==> src/rtl/drawer_seq_ctrl.sv <==
// Drawer phase sequencer: LOAD pixel pairs -> settle -> COMPARE sweep -> settle -> DRAW frames; all outputs registered (1-cycle latency).
// Backpressure: pix_ready_o only in LOAD until the last beat. Optional DRAWER_SEQ_ABORT_EN adds abort_i (returns to IDLE).
module drawer_seq_ctrl #(
    parameter int NUM_PIXELS = 307200,
    parameter int ADDR_W     = 19,
    parameter int CMP_PITCH  = 4,
    parameter int SETTLE     = 5,
    parameter int FRAMES     = 1
) (
    input  logic              clk50_i,
    input  logic              reset_i,
    input  logic              start_i,
`ifdef DRAWER_SEQ_ABORT_EN
    input  logic              abort_i,
`endif
    input  logic              pix_valid_i,
    output logic              pix_ready_o,
    input  logic [23:0]       pix_d1_i,
    input  logic [23:0]       pix_d2_i,
    input  logic              frame_end_i,
    output logic [ADDR_W-1:0] address_o,
    output logic              wren1_o,
    output logic              wren2_o,
    output logic              wren3_o,
    output logic [23:0]       data1_o,
    output logic [23:0]       data2_o,
    output logic              enable_o,
    output logic              busy_o,
    output logic              done_o
);

    localparam int PITCH_W = $clog2(CMP_PITCH);
    localparam int SET_W   = $clog2(SETTLE + 1);
    localparam logic [ADDR_W-1:0]  LAST_ADDR  = ADDR_W'(NUM_PIXELS - 1);
    localparam logic [PITCH_W-1:0] PITCH_LAST = PITCH_W'(CMP_PITCH - 1);
    localparam logic [SET_W-1:0]   SET_LAST   = SET_W'(SETTLE);

    typedef enum logic [2:0] {
        S_IDLE, S_LOAD, S_GAP1, S_COMPARE, S_GAP2, S_DRAW, S_DONE
    } state_t;

    state_t              state_q, state_d;
    logic [ADDR_W-1:0]   address_q, address_d;
    logic [ADDR_W-1:0]   beat_q, beat_d;
    logic [PITCH_W-1:0]  pitch_q, pitch_d;
    logic [SET_W-1:0]    gap_q, gap_d;
    logic [31:0]         frm_q, frm_d;
    logic [23:0]         data1_q, data1_d, data2_q, data2_d;
    logic                wren12_q, wren12_d;
    logic                wren3_q, wren3_d;
    logic                enable_q, enable_d;
    logic                ready_q, ready_d;
    logic                busy_q, busy_d;
    logic                done_q, done_d;
    logic                beat;

    assign beat = pix_valid_i & ready_q;

    always_comb begin
        state_d   = state_q;
        address_d = address_q;
        beat_d    = beat_q;
        pitch_d   = pitch_q;
        gap_d     = gap_q;
        frm_d     = frm_q;
        data1_d   = data1_q;
        data2_d   = data2_q;
        wren12_d  = 1'b0;

        case (state_q)
            S_IDLE, S_DONE: begin
                if (start_i) begin
                    state_d   = S_LOAD;
                    address_d = '0;
                    beat_d    = '0;
                    pitch_d   = '0;
                    gap_d     = '0;
                    frm_d     = '0;
                end
            end
            S_LOAD: begin
                if (beat) begin
                    address_d = beat_q;
                    data1_d   = pix_d1_i;
                    data2_d   = pix_d2_i;
                    wren12_d  = 1'b1;
                    if (beat_q == LAST_ADDR) begin
                        state_d = S_GAP1;
                        gap_d   = '0;
                    end else begin
                        beat_d = beat_q + 1'b1;
                    end
                end
            end
            // First GAP1 cycle still shows the final write, so the count starts at 0.
            S_GAP1: begin
                if (gap_q == SET_LAST) begin
                    state_d   = S_COMPARE;
                    address_d = '0;
                    pitch_d   = '0;
                end else begin
                    gap_d = gap_q + 1'b1;
                end
            end
            S_COMPARE: begin
                if (pitch_q == PITCH_LAST) begin
                    pitch_d = '0;
                    if (address_q == LAST_ADDR) begin
                        state_d   = S_GAP2;
                        address_d = '0;
                        gap_d     = SET_W'(1);
                    end else begin
                        address_d = address_q + 1'b1;
                    end
                end else begin
                    pitch_d = pitch_q + 1'b1;
                end
            end
            S_GAP2: begin
                if (gap_q == SET_LAST) begin
                    state_d   = S_DRAW;
                    address_d = '0;
                    frm_d     = '0;
                end else begin
                    gap_d = gap_q + 1'b1;
                end
            end
            S_DRAW: begin
                if (frame_end_i) begin
                    if (FRAMES != 0 && (frm_q + 32'd1) == FRAMES) begin
                        state_d = S_DONE;
                    end else begin
                        frm_d = frm_q + 32'd1;
                    end
                end
            end
            default: state_d = S_IDLE;
        endcase

`ifdef DRAWER_SEQ_ABORT_EN
        // Abort outranks everything decided above, including a beat this cycle.
        if (abort_i && state_q != S_IDLE) begin
            state_d   = S_IDLE;
            address_d = '0;
            beat_d    = '0;
            pitch_d   = '0;
            gap_d     = '0;
            frm_d     = '0;
            data1_d   = '0;
            data2_d   = '0;
            wren12_d  = 1'b0;
        end
`endif

        ready_d  = (state_d == S_LOAD);
        wren3_d  = (state_d == S_COMPARE);
        enable_d = (state_d == S_DRAW);
        done_d   = (state_d == S_DONE);
        busy_d   = (state_d != S_IDLE) && (state_d != S_DONE);
    end

    always_ff @(posedge clk50_i) begin
        if (reset_i) begin
            state_q   <= S_IDLE;
            address_q <= '0;
            beat_q    <= '0;
            pitch_q   <= '0;
            gap_q     <= '0;
            frm_q     <= '0;
            data1_q   <= '0;
            data2_q   <= '0;
            wren12_q  <= 1'b0;
            wren3_q   <= 1'b0;
            enable_q  <= 1'b0;
            ready_q   <= 1'b0;
            busy_q    <= 1'b0;
            done_q    <= 1'b0;
        end else begin
            state_q   <= state_d;
            address_q <= address_d;
            beat_q    <= beat_d;
            pitch_q   <= pitch_d;
            gap_q     <= gap_d;
            frm_q     <= frm_d;
            data1_q   <= data1_d;
            data2_q   <= data2_d;
            wren12_q  <= wren12_d;
            wren3_q   <= wren3_d;
            enable_q  <= enable_d;
            ready_q   <= ready_d;
            busy_q    <= busy_d;
            done_q    <= done_d;
        end
    end

    assign pix_ready_o = ready_q;
    assign address_o   = address_q;
    assign wren1_o     = wren12_q;
    assign wren2_o     = wren12_q;
    assign wren3_o     = wren3_q;
    assign data1_o     = data1_q;
    assign data2_o     = data2_q;
    assign enable_o    = enable_q;
    assign busy_o      = busy_q;
    assign done_o      = done_q;

endmodule

==> config.mk <==
export PLATFORM = sky130hd
export DESIGN_NAME = drawer_seq_ctrl
export DESIGN_NICKNAME = d
export VERILOG_FILES = /design/src/rtl/drawer_seq_ctrl.sv
export SDC_FILE = /design/constraint.sdc
export NUM_CORES = 1
export LEC_CHECK = 0
export BUFFER_PORTS_ARGS = -buffer_cell sky130_fd_sc_hd__buf_2
export CAP_MARGIN = 20
export CORE_MARGIN = 2
export CORE_UTILIZATION = 50
export DETAILED_ROUTE_END_ITERATION = 10
export PLACE_DENSITY = 0.78
export SLEW_MARGIN = 20
export SYNTH_ARGS = -nofsm -noshare
export SYNTH_HDL_FRONTEND = slang
export SYNTH_SLANG_ARGS = --single-unit
==> constraint.sdc <==
create_clock -name clk50_i -period 4.2 [get_ports clk50_i]
set_input_delay 0.84 -clock clk50_i [delete_from_list [all_inputs] [get_ports clk50_i]]
set_output_delay 0.84 -clock clk50_i [all_outputs]
set_load 0.05 [all_outputs]
# Word level (Yosys, flattened, before mapping)
# Index checks and enable logic that the tools add are counted.
# word_totals
regBits,132
latch_bits,0
ram_bits,0
mem_bits_ro,0
out_inout_bits,74
mem_count,0
# op_classes
add_sub_neg,5
mul,0
div_mod_pow,0
n_lt_le_gt_ge,0
n_eq_ne,28
shift,0
n_mux,36
bitwise,2
reduce_logical,16
# op_table
operator,count
$mux 19,7
$mux 32,4
$pmux 32 s3,1
$pmux 19 s4,1
$mux 3,15
$add 19x1->19 const B,2
$eq 19x19->1 const B,2
$pmux 19 s2,1
$add 32x1->32 const B,1
$eq 32x1->1 const B,1
$ne 2x2->1 const B,11
$eq 3x3->1 const B,6
$pmux 3 s6,1
$pmux 3 s4,1
$reduce_and 5->1,2
$eq 3x2->1 const B,3
$reduce_bool 3->1,3
$reduce_and 7->1,1
$eq 3x1->1 const B,2
$mux 2,3
$pmux 2 s3,1
$reduce_or 2->1,3
$reduce_and 4->1,1
$reduce_bool 4->1,1
13 further kinds,13

# Depth between registers and ports, before layout
# logic_depth
depth_word,7
depth_mapped,13

# Least setup slack after synthesis
# Ideal clock, no wire load.
# synth_path
kind,reg2reg
from,register frm_q[0]
to,register frm_q[31]
setup_ps,131
arrival_time_ps,2795
path_slack_ps,1274
path_stages_with_launch,13
n_path_buf,3
synth_period_minus_slack_ps,2926
cell_sequence,dfxtp_1 -> ha_1 -> and3_1 -> nand3_2 -> buf_4 -> nor3_1 -> nand3_1 -> a22o_1 -> or4_1 -> buf_6 -> nand3_2 -> buf_4 -> o21ai_1
# synth_between
elab_chain_cells,4
word_cells_on_any_way,7
classes_between,add/sub: 1; eq/ne: 2; mux: 3; reduce/logical: 1
# synth_rtl
element,line,source
"start, declared",47,"logic [31:0] frm_q, frm_d;"
"start signal, assigned",184,frm_q <= frm_d;
$add 32x1->32 *,"130, 133",
$eq 32x1->1 / $mux 32 (equally long branches),130,if (FRAMES != 0 && (frm_q + 32'd1) == FRAMES) begin
$ne 2x2->1 (no line) / $mux 32 (equally long branches),-,
$reduce_and 5->1 (no line) / $pmux 32 s3 (equally long branches),-,
# Mark *: on every way between the ends. The rest lies on a longest branch, timed or not. The select of a mux whose other input is x is not followed.
# A chain may end at the register's enable or synchronous reset.

# Final worst setup path
# layout_path
from,register frm_q[1]
to,register frm_q[21]
# Same word-level chain as after synthesis.

==> impl_metrics.ini <==
[run_status]
outcome = completed

[detailed_routing]
drc = 0
viasPerCell = 5.793
drtAntennaViolNets = 0
routed_wl_um = 18460
routedWlPerCell_um = 15.83
vias = 6755
drt_iter0_markers = 556
firstDrtPassIters = 7

[placed_design]
place.gp.congestion = 0.9251
dpl.hpwl_um = 12350
portBuffers = 126
placed_cells = 1134
dp_slack_ns = 0.5354

[run]
drv_cap = 0

[sta]
fin_skew_ns = 0.008350
period_needed_ns = 3.783
final-setup-viol-count = 0
finalHoldViolCount = 0
max_freq_ghz = 0.2643
worstMarginPinSlew_ns = 0.9462
setup_tns_ns = 0
slew_violations = 0
rsz0062_at_grt = no
setup_slack_ns = 0.4166
maxSlewHeadroom_pct = 36.92
fin_crit_sh_pct = 90.08

[critical_path]
worstPathArrival_ns = 4.07
endpoint_kind = register
startpoint_type = register
cp_max_fo = 16
required_ns = 4.48
path_class = reg -> reg

[final_layout]
final_cell_mix = 181 x nand2_1, 132 x dfxtp_1, 126 x buf_2, 71 x a21oi_1, 58 x nor2_1
diodes = 0
fin_util_pct = 59.33
final_common_cell = nand2_1
areaGrowthSynthToFinish_pct = 17.15
instances_no_fill = 1166
fillers = 1298
nets = 1033
layout-drive-gt1-share_pct = 19.68

[logic_synthesis]
seq_area_frac_synth_pct = 37.88
synthCells = 887
async_reset_ff_share_pct = 0
netlist_area_um2 = 6975
synth_warnings = 0
yosysTopAreaCellShare_pct = 37.88
synth_seq_cells = 132
synth_flop_cell = dfxtp_1
synth-edff-count = 0
yosys.area.top_type = dfxtp_1
yosysUniqueCellTypes = 77
avgSynthCellArea_um2 = 7.864
syn-num-nets = 947
ys_top_cells_by_area = dfxtp_1 38%, nand2_1 9.7%, a21oi_1 5.1%

[clocking]
post_cts_resized = 0
cts_made_buffers = 17
root_buffer = clkbuf_16
clk_pin_slew_ns = 0.06
htreeDepth = 4
hold_buffers = 0
cts.sinks = 132
worstSkewPairLatency_ns = 0.41
cts_tree = yes
clock_path_buffers = 2
cts_setup_buffers = 0

[grt]
grt_pass1_vias = 5908
grt_overflow = 0
antenna_found_initial = 1
grt_util_all_layers_pct = 24.26
grt_pass1_wl_um = 29260
grt_max_degree = 88

[power_and_ir_drop]
vdd_drop_max_v = 0.0002346
p_leak_nw = 3.047
power_density_nw_per_um2 = 353.4
p_total_w = 0.002888

[floorplan]
die_x_um = 122.1
start_util_pct = 50.64
ios = 127
die_y_um = 122.1
core_region_area_um2 = 13770
dieArea_um2 = 14910
rows = 43

[worst_hold_path]
hold_path_class = reg -> reg
==> worst max-delay path, cell delays in order, from the launching register on <==
cell and delay [ns]:
dfxtp_1 0.47, ha_1 0.37, and3_1 0.30, nand3_2 0.25, or2_1 0.40, o31ai_4 0.26
nand4_1 0.20, or4_1 0.82, nand3_2 0.44, o31ai_1 0.14
==> cell families after synthesis <==
group                      count (synthesis)  synth area share, %
buffers and inverters                     84                5.381
and+or+nand+nor                          407                29.04
DFF                                      132                37.88
adders and majority gates                  7                1.256
xor gates and xnor gates                  47                5.901
muxes                                      7                1.040
AOI/OAI and AO/OA                        203                19.50
==> where the power goes <==
| part | switching [W] | internal, W |
|---|---|---|
| combinational | 0.000124 | 0.0000470 |
| sequential | 0.00000943 | 0.00126 |
| clock | 0.000610 | 0.000833 |
| total | 0.000743 | 0.00214 |
==> flip-flops by register name, summed over array words and instances (netlist names), 2 cells and up <==
name	count
address_o	19
beat_q	19
data1_o	24
data2_o	24
frm_q	32
gap_q	3
pitch_q	2
state_q	3
==> cell usage after synthesis (all sizes together) (18+ instances only) <==
cell / n
o31ai: 18
nand2: 181
dfxtp: 132
nand3: 39
xor2: 25
buf: 27
nand4: 23
nor2: 58
xnor2: 22
o21ai: 32
a21oi: 71
clkbuf: 41
==> final cells by class <==
type | count | area [um^2] | area share [%]
clock buffer | 18 | 429.2 | 5.252
clock inverter | 14 | 141.4 | 1.730
inverter | 16 | 60.06 | 0.7350
multi-input combinational | 671 | 3975 | 48.64
sequential | 132 | 2643 | 32.34
tap | 180 | 225.2 | 2.756
timing repair buffer | 135 | 698.2 | 8.544
==> stage by stage <==
step	hold WS [ns]	instance area, um^2
floorplan	0.4435	6975
finish	0.4493	8172
CTS	0.4518	8172
detailed placement	0.4431	7601
global placement	0.4388	7601
global route	0.4651	8172
==> final timing paths <==
path                   start          to  slack [ns]  depth (start not counted)
hold reg to reg   data2_o[5]  data2_o[5]        0.45                          2
setup / recovery    frm_q[1]   frm_q[21]        0.42                          9
setup reg to reg    frm_q[1]   frm_q[21]        0.42                          9
hold / removal    data2_o[5]  data2_o[5]        0.45                          2
==> routing by layer <==
metal | vias to the layer above | share of wire [%] | global-route usage (%)
met3 | 29 | 6.6 | 4.822
met1 | 3156 | 44 | 32.55
met4 | 2 | 1.9 | 9.555
li1 | 3327 | - | -
met2 | 241 | 48 | 38.41
met5 | - | 0.054 | 0
Note: power is estimated with default switching activity, not from simulation.
